### src/rtl/md5_round_seq.sv
// md5_round_seq: iterative MD5 round engine that runs the 16 steps of one round, UNROLL steps per clock.
// Optional feature macro MD5_ALL_ROUNDS_EN adds run_all: all 64 steps plus chaining-value feedforward.
module md5_round_seq #(
  parameter int UNROLL = 1
) (
  input  logic         clk,
  input  logic         rst_n,
  input  logic         in_valid,
  output logic         in_ready,
  input  logic [1:0]   round_sel,
`ifdef MD5_ALL_ROUNDS_EN
  input  logic         run_all,
`endif
  input  logic [31:0]  a_in,
  input  logic [31:0]  b_in,
  input  logic [31:0]  c_in,
  input  logic [31:0]  d_in,
  input  logic [511:0] msg_in,
  output logic         out_valid,
  input  logic         out_ready,
  output logic [31:0]  a_out,
  output logic [31:0]  b_out,
  output logic [31:0]  c_out,
  output logic [31:0]  d_out
);

  if (UNROLL != 1 && UNROLL != 2 && UNROLL != 4 && UNROLL != 8 && UNROLL != 16) begin : g_bad_unroll
    $error("md5_round_seq: UNROLL must be 1, 2, 4, 8 or 16");
  end

  typedef enum logic [1:0] {IDLE, RUN, DONE} state_t;

  localparam logic [6:0] STEP = 7'(UNROLL);

  state_t       r_state, w_next;
  logic [6:0]   r_cnt;
  logic [31:0]  r_a, r_b, r_c, r_d;
  logic [511:0] r_msg;
  logic [1:0]   r_round;
  logic         w_accept, w_all, w_last;
  logic [6:0]   w_total;
  logic [127:0] w_step;

  function automatic logic [31:0] f_fn(input logic [1:0] rnd, input logic [31:0] b,
                                       input logic [31:0] c, input logic [31:0] d);
    logic [31:0] f;
    case (rnd)
      2'd0:    f = (b & c) | (~b & d);
      2'd1:    f = (b & d) | (c & ~d);
      2'd2:    f = b ^ c ^ d;
      default: f = c ^ (b | ~d);
    endcase
    return f;
  endfunction

  function automatic logic [3:0] msg_idx(input logic [5:0] g);
    logic [3:0] i, k;
    i = g[3:0];
    case (g[5:4])
      2'd0:    k = i;
      2'd1:    k = 4'd1 + i * 4'd5;
      2'd2:    k = 4'd5 + i * 4'd3;
      default: k = i * 4'd7;
    endcase
    return k;
  endfunction

  function automatic logic [4:0] shift_amt(input logic [5:0] g);
    logic [4:0] s;
    case ({g[5:4], g[1:0]})
      4'h0: s = 5'd7;   4'h1: s = 5'd12;  4'h2: s = 5'd17;  4'h3: s = 5'd22;
      4'h4: s = 5'd5;   4'h5: s = 5'd9;   4'h6: s = 5'd14;  4'h7: s = 5'd20;
      4'h8: s = 5'd4;   4'h9: s = 5'd11;  4'ha: s = 5'd16;  4'hb: s = 5'd23;
      4'hc: s = 5'd6;   4'hd: s = 5'd10;  4'he: s = 5'd15;  default: s = 5'd21;
    endcase
    return s;
  endfunction

  function automatic logic [31:0] t_rom(input logic [5:0] g);
    logic [31:0] t;
    t = 32'h0;
    case (g)
      6'd0:  t = 32'hd76aa478; 6'd1:  t = 32'he8c7b756; 6'd2:  t = 32'h242070db; 6'd3:  t = 32'hc1bdceee;
      6'd4:  t = 32'hf57c0faf; 6'd5:  t = 32'h4787c62a; 6'd6:  t = 32'ha8304613; 6'd7:  t = 32'hfd469501;
      6'd8:  t = 32'h698098d8; 6'd9:  t = 32'h8b44f7af; 6'd10: t = 32'hffff5bb1; 6'd11: t = 32'h895cd7be;
      6'd12: t = 32'h6b901122; 6'd13: t = 32'hfd987193; 6'd14: t = 32'ha679438e; 6'd15: t = 32'h49b40821;
      6'd16: t = 32'hf61e2562; 6'd17: t = 32'hc040b340; 6'd18: t = 32'h265e5a51; 6'd19: t = 32'he9b6c7aa;
      6'd20: t = 32'hd62f105d; 6'd21: t = 32'h02441453; 6'd22: t = 32'hd8a1e681; 6'd23: t = 32'he7d3fbc8;
      6'd24: t = 32'h21e1cde6; 6'd25: t = 32'hc33707d6; 6'd26: t = 32'hf4d50d87; 6'd27: t = 32'h455a14ed;
      6'd28: t = 32'ha9e3e905; 6'd29: t = 32'hfcefa3f8; 6'd30: t = 32'h676f02d9; 6'd31: t = 32'h8d2a4c8a;
      6'd32: t = 32'hfffa3942; 6'd33: t = 32'h8771f681; 6'd34: t = 32'h6d9d6122; 6'd35: t = 32'hfde5380c;
      6'd36: t = 32'ha4beea44; 6'd37: t = 32'h4bdecfa9; 6'd38: t = 32'hf6bb4b60; 6'd39: t = 32'hbebfbc70;
      6'd40: t = 32'h289b7ec6; 6'd41: t = 32'heaa127fa; 6'd42: t = 32'hd4ef3085; 6'd43: t = 32'h04881d05;
      6'd44: t = 32'hd9d4d039; 6'd45: t = 32'he6db99e5; 6'd46: t = 32'h1fa27cf8; 6'd47: t = 32'hc4ac5665;
      6'd48: t = 32'hf4292244; 6'd49: t = 32'h432aff97; 6'd50: t = 32'hab9423a7; 6'd51: t = 32'hfc93a039;
      6'd52: t = 32'h655b59c3; 6'd53: t = 32'h8f0ccc92; 6'd54: t = 32'hffeff47d; 6'd55: t = 32'h85845dd1;
      6'd56: t = 32'h6fa87e4f; 6'd57: t = 32'hfe2ce6e0; 6'd58: t = 32'ha3014314; 6'd59: t = 32'h4e0811a1;
      6'd60: t = 32'hf7537e82; 6'd61: t = 32'hbd3af235; 6'd62: t = 32'h2ad7d2bb; 6'd63: t = 32'heb86d391;
    endcase
    return t;
  endfunction

  function automatic logic [31:0] rotl(input logic [31:0] x, input logic [4:0] s);
    logic [63:0] y;
    y = {x, x} << s;
    return y[63:32];
  endfunction

  // UNROLL chained steps; global step index g selects round function, message word, shift and T entry.
  function automatic logic [127:0] run_steps(input logic [127:0] st, input logic [5:0] base,
                                             input logic [1:0] rnd, input logic all,
                                             input logic [511:0] msg);
    logic [31:0] a, b, c, d, t, nb;
    logic [5:0]  idx, g;
    logic [3:0]  k;
    {a, b, c, d} = st;
    for (int u = 0; u < UNROLL; u++) begin
      idx = base + 6'(u);
      g   = all ? idx : {rnd, idx[3:0]};
      k   = msg_idx(g);
      t   = a + f_fn(g[5:4], b, c, d) + msg[{k, 5'b00000} +: 32] + t_rom(g);
      nb  = b + rotl(t, shift_amt(g));
      a = d; d = c; c = b; b = nb;
    end
    return {a, b, c, d};
  endfunction

  assign w_accept = in_valid && in_ready;
  assign w_total  = w_all ? 7'd64 : 7'd16;
  assign w_last   = (r_cnt + STEP) == w_total;

  always_comb begin
    w_step = run_steps({r_a, r_b, r_c, r_d}, r_cnt[5:0], r_round, w_all, r_msg);
  end

  always_ff @(posedge clk or negedge rst_n) begin
    if (!rst_n) r_state <= IDLE;
    else        r_state <= w_next;
  end

  always_comb begin
    w_next    = r_state;
    in_ready  = 1'b0;
    out_valid = 1'b0;
    case (r_state)
      IDLE: begin
        in_ready = 1'b1;
        if (in_valid) w_next = RUN;
      end
      RUN:  if (w_last) w_next = DONE;
      DONE: begin
        out_valid = 1'b1;
        if (out_ready) w_next = IDLE;
      end
      default: w_next = IDLE;
    endcase
  end

  always_ff @(posedge clk or negedge rst_n) begin
    if (!rst_n) begin
      r_cnt   <= '0;
      r_a     <= '0;
      r_b     <= '0;
      r_c     <= '0;
      r_d     <= '0;
      r_msg   <= '0;
      r_round <= '0;
    end else if (w_accept) begin
      r_cnt   <= '0;
      r_a     <= a_in;
      r_b     <= b_in;
      r_c     <= c_in;
      r_d     <= d_in;
      r_msg   <= msg_in;
      r_round <= round_sel;
    end else if (r_state == RUN) begin
      {r_a, r_b, r_c, r_d} <= w_step;
      r_cnt <= r_cnt + STEP;
    end
  end

`ifdef MD5_ALL_ROUNDS_EN
  logic        r_all;
  logic [31:0] r_a0, r_b0, r_c0, r_d0;

  always_ff @(posedge clk or negedge rst_n) begin
    if (!rst_n) begin
      r_all <= 1'b0;
      r_a0  <= '0;
      r_b0  <= '0;
      r_c0  <= '0;
      r_d0  <= '0;
    end else if (w_accept) begin
      r_all <= run_all;
      r_a0  <= a_in;
      r_b0  <= b_in;
      r_c0  <= c_in;
      r_d0  <= d_in;
    end
  end

  // Full-block runs fold the original chaining value back in.
  assign w_all = r_all;
  assign a_out = r_a + (r_all ? r_a0 : 32'h0);
  assign b_out = r_b + (r_all ? r_b0 : 32'h0);
  assign c_out = r_c + (r_all ? r_c0 : 32'h0);
  assign d_out = r_d + (r_all ? r_d0 : 32'h0);
`else
  assign w_all = 1'b0;
  assign a_out = r_a;
  assign b_out = r_b;
  assign c_out = r_c;
  assign d_out = r_d;
`endif

endmodule

### config.mk
export PLATFORM = sky130hd
export DESIGN_NAME = md5_round_seq
export DESIGN_NICKNAME = d
export VERILOG_FILES = /design/src/rtl/md5_round_seq.sv
export SDC_FILE = /design/constraint.sdc
export NUM_CORES = 2
export LEC_CHECK = 0
export BUFFER_PORTS_ARGS = -buffer_cell sky130_fd_sc_hd__buf_2
export CAP_MARGIN = 25
export CORE_ASPECT_RATIO = 1.75
export CORE_UTILIZATION = 40
export DETAILED_ROUTE_END_ITERATION = 10
export GPL_TIMING_DRIVEN = 0
export PLACE_DENSITY = 0.61
export REMOVE_ABC_BUFFERS = 1
export SLEW_MARGIN = 20
export SYNTH_ARGS = -nofsm -noshare
export SYNTH_HDL_FRONTEND = slang
export SYNTH_SLANG_ARGS = --single-unit
### constraint.sdc
create_clock -name clk -period 13.35 [get_ports clk]
set_input_delay 2.67 -clock clk [delete_from_list [all_inputs] [get_ports clk]]
set_output_delay 2.67 -clock clk [all_outputs]
set_load 0.005 [all_outputs]
==> impl_metrics.yaml <==
logic_synthesis:
  ys_seq_area_share_pct: 39.4
  syn_area_um2: 41400
  synth_flop_cell: "dfrtp_1"
  syn_inst: 5073
  synth-seq-cells: 651
  yosysWarnings: 0
  synth_edf_count: 0
  synth_area_per_cell_um2: 8.16
  async_flop_share_pct: 100
  synth.distinct_cells: 75
min_path:
  min-delay-start: "r_msg[26]"
  whs_endpoint: "r_msg[26]"
  holdCritPathClass: "register to register"
  hold_depth: 2
critical_path:
  critical_path.max_stage_delay_ns: 0.93
  reg2reg_depth: 43
  r2r-start: "r_cnt[0]"
  crit_type: "register to register"
  reg2reg_to: "b_out[30]"
  crit_path_frequent_cell: "fa_1"
  critical_path.top_delay_family: "compound AO/OA/AOI/OAI gates"
  cp.arrival_ns: 13.48
  start_kind: "register"
  crit_required_ns: 13.90
  cp_num_buf_inv: 8
  cp-end-kind: "register"
  cp_slowest_cell: "dfrtp_2"
  crit_fanout: 34
  r2r_setup_slack_ns: 0.42
clock_network:
  cts.clk_slew.worst_paths_ns: 0.07
  cts_buffer_depth: 3
  numCtsBuffers: 67
  clkSinkCount: 651
  ctsHoldBuffers: 0
  cts_root_buf: "clkbuf_16"
  insertion_delay_ns: 0.67
  cts_tree: "built"
  htree_levels: 3
routing:
  vias: 39076
  avgViaCountPerCell: 5.51
  wl_per_cell_um: 22.1
  drtIter0Drc: 2790
  drc: 0
  drt-pass1-iter-count: 8
  drt-total-wl_mm: 157
  ant_nets: 0
global_routing:
  grt_overflow: 0
  antenna_found_initial: 36
  grt_pass1_wl_mm: 234
  grt_max_degree: 93
  track_usage_pct: 29.5
  grt_pass1_vias: 38568
cells_and_area:
  final_cell_mix: "1986 x nand2_1, 775 x buf_2, 645 x dfrtp_1"
  area_growth_syn_to_layout_pct: 21.6
  layout-drive-gt1-share_pct: 20.9
  final_core_util_pct: 49.3
  nets: 6499
  design_area_um2: 50300
  final_common_cell: "nand2_1"
sta:
  grt_setup_unrepaired: "no"
  worst_pin_slew_ns: 1.13
  fin_crit_sh_pct: 96.9
  slew_viol_final: 0
  tns_ns: 0
  timing.hold.ws_ns: 0.468
  period_needed_ns: 12.93
  timing.final.hold_violations: 0
  fmax_mhz: 77.3
  final.setup_skew_ns: 0.0349
  setup_viol: 0
  worst_slew_margin_rel_pct: 24.6
floorplan:
  row_count: 155
  die_area_um2: 105000
  core_um2: 102000
  die_x_um: 245
  die_height_um: 428
  io_pins: 776
  initial_core_util_pct: 40.5
run_status:
  outcome: "completed"
placed_design:
  hpwl_mm: 118
  dpl_cell_area_um2: 47800
  gp_congestion: 0.992
  io_buffers: 775
flow_run:
  drv_cap: 0
-- worst max-delay path by stage --
stage	end	depth (start not counted)	from	slack (ns)
finish	b_out[30]	43	r_cnt[0]	0.42
CTS	b_out[30]	47	r_round[1]	0.06
detailed placement	b_out[30]	47	r_round[0]	-1.35
global route	b_out[30]	43	r_cnt[0]	0.02
global placement	b_out[24]	34	r_round[0]	-28.63
floorplan	b_out[24]	38	r_round[0]	-12.74
-- cell type report --
cell class | instances | area (um2)
antenna | 24 | 60.1
clock buffer | 91 | 1950
clock inverter | 23 | 287
fill | 9930 | 51900
inverter | 111 | 429
multi-input combinational | 3965 | 23600
sequential | 651 | 16300
tap | 1334 | 1670
timing repair buffer | 892 | 6040
-- worst reg2reg max path: cells and delay by family, from the launching register on --
kind / cells / cell delay, ns
AO/OA/AOI/OAI: 19 / 4.49
XOR/XNOR: 2 / 0.79
adder cells (fa/ha/maj): 7 / 3.00
buffers and inverters: 8 / 1.74
flip-flops: 1 / 0.93
multiplexers: 3 / 1.10
AND/OR/NAND/NOR: 4 / 0.76
-- synth_stat cells, types with 9 or more instances --
cell | number | area [um2]
o21a_1 | 10 | 75.1
ha_1 | 97 | 1210
and3_1 | 9 | 56.3
xnor2_1 | 73 | 639
o211ai_1 | 21 | 158
inv_1 | 109 | 409
nor3_1 | 109 | 546
nor3b_1 | 31 | 233
a211oi_1 | 74 | 556
o31ai_1 | 13 | 97.6
and2_1 | 14 | 87.6
o21ai_0 | 161 | 806
a21boi_0 | 12 | 90.1
nand2_1 | 1989 | 7470
a21oi_1 | 295 | 1480
a221oi_1 | 13 | 114
mux2i_1 | 85 | 851
fa_1 | 68 | 1360
clkbuf_1 | 274 | 1030
nor2b_1 | 44 | 275
a21o_1 | 46 | 345
mux2_2 | 20 | 225
nand2b_1 | 12 | 75.1
a211o_1 | 10 | 87.6
xor2_1 | 26 | 228
nand3_1 | 41 | 205
nor2_1 | 268 | 1010
o22ai_1 | 21 | 131
buf_1 | 64 | 240
o21bai_1 | 9 | 67.6
dfrtp_1 | 651 | 16300
a31oi_1 | 151 | 945
o311ai_0 | 10 | 87.6
mux4_2 | 132 | 2970
-- sequential cells by signal, summed over array words and instances (netlist names) --
register	flops
r_cnt	7
c_out	32
d_out	32
b_out	32
a_out	32
r_round	2
r_msg	512
r_state	2
-- repair_timing --
action	4_1_cts	5_1_grt
pin swaps	0	2
endpoints found under the setup margin	14	8
resized for setup	10	7
hold endpoints to repair	0	0
setup buffers	7	6
-- through the flow --
step	worst slack [ns]	instances
floorplan	-12.74	4727
global placement	-28.63	6836
detailed placement	-1.35	6937
CTS	0.0594	7058
global route	0.0248	7085
finish	0.420	7091
-- kinds of logic (layout without fill, tap and decap cells) --
| group | after synthesis | after routing | share of synthesized area [%] |
|---|---|---|---|
| AOI/OAI and AO/OA | 911 | 911 | 13.6 |
| xor gates and xnor gates | 102 | 102 | 2.26 |
| adders and majority gates | 165 | 165 | 6.22 |
| buffers and inverters | 457 | 1117 | 4.17 |
| DFF | 651 | 651 | 39.4 |
| muxes | 237 | 237 | 9.78 |
| other | 0 | 24 | 0 |
| and+or+nand+nor | 2550 | 2550 | 24.6 |
-- layer usage --
metal	wire length (um)	track usage (%)	vias to the layer above
met5	90	0	-
met4	9580	17.1	14
met3	8990	5.18	382
met2	79900	52.0	1374
met1	58400	33.2	18901
li1	-	-	18405
Power is not shown: default switching activity piles up to over one toggle a cycle in this logic, so the estimate is an artifact.
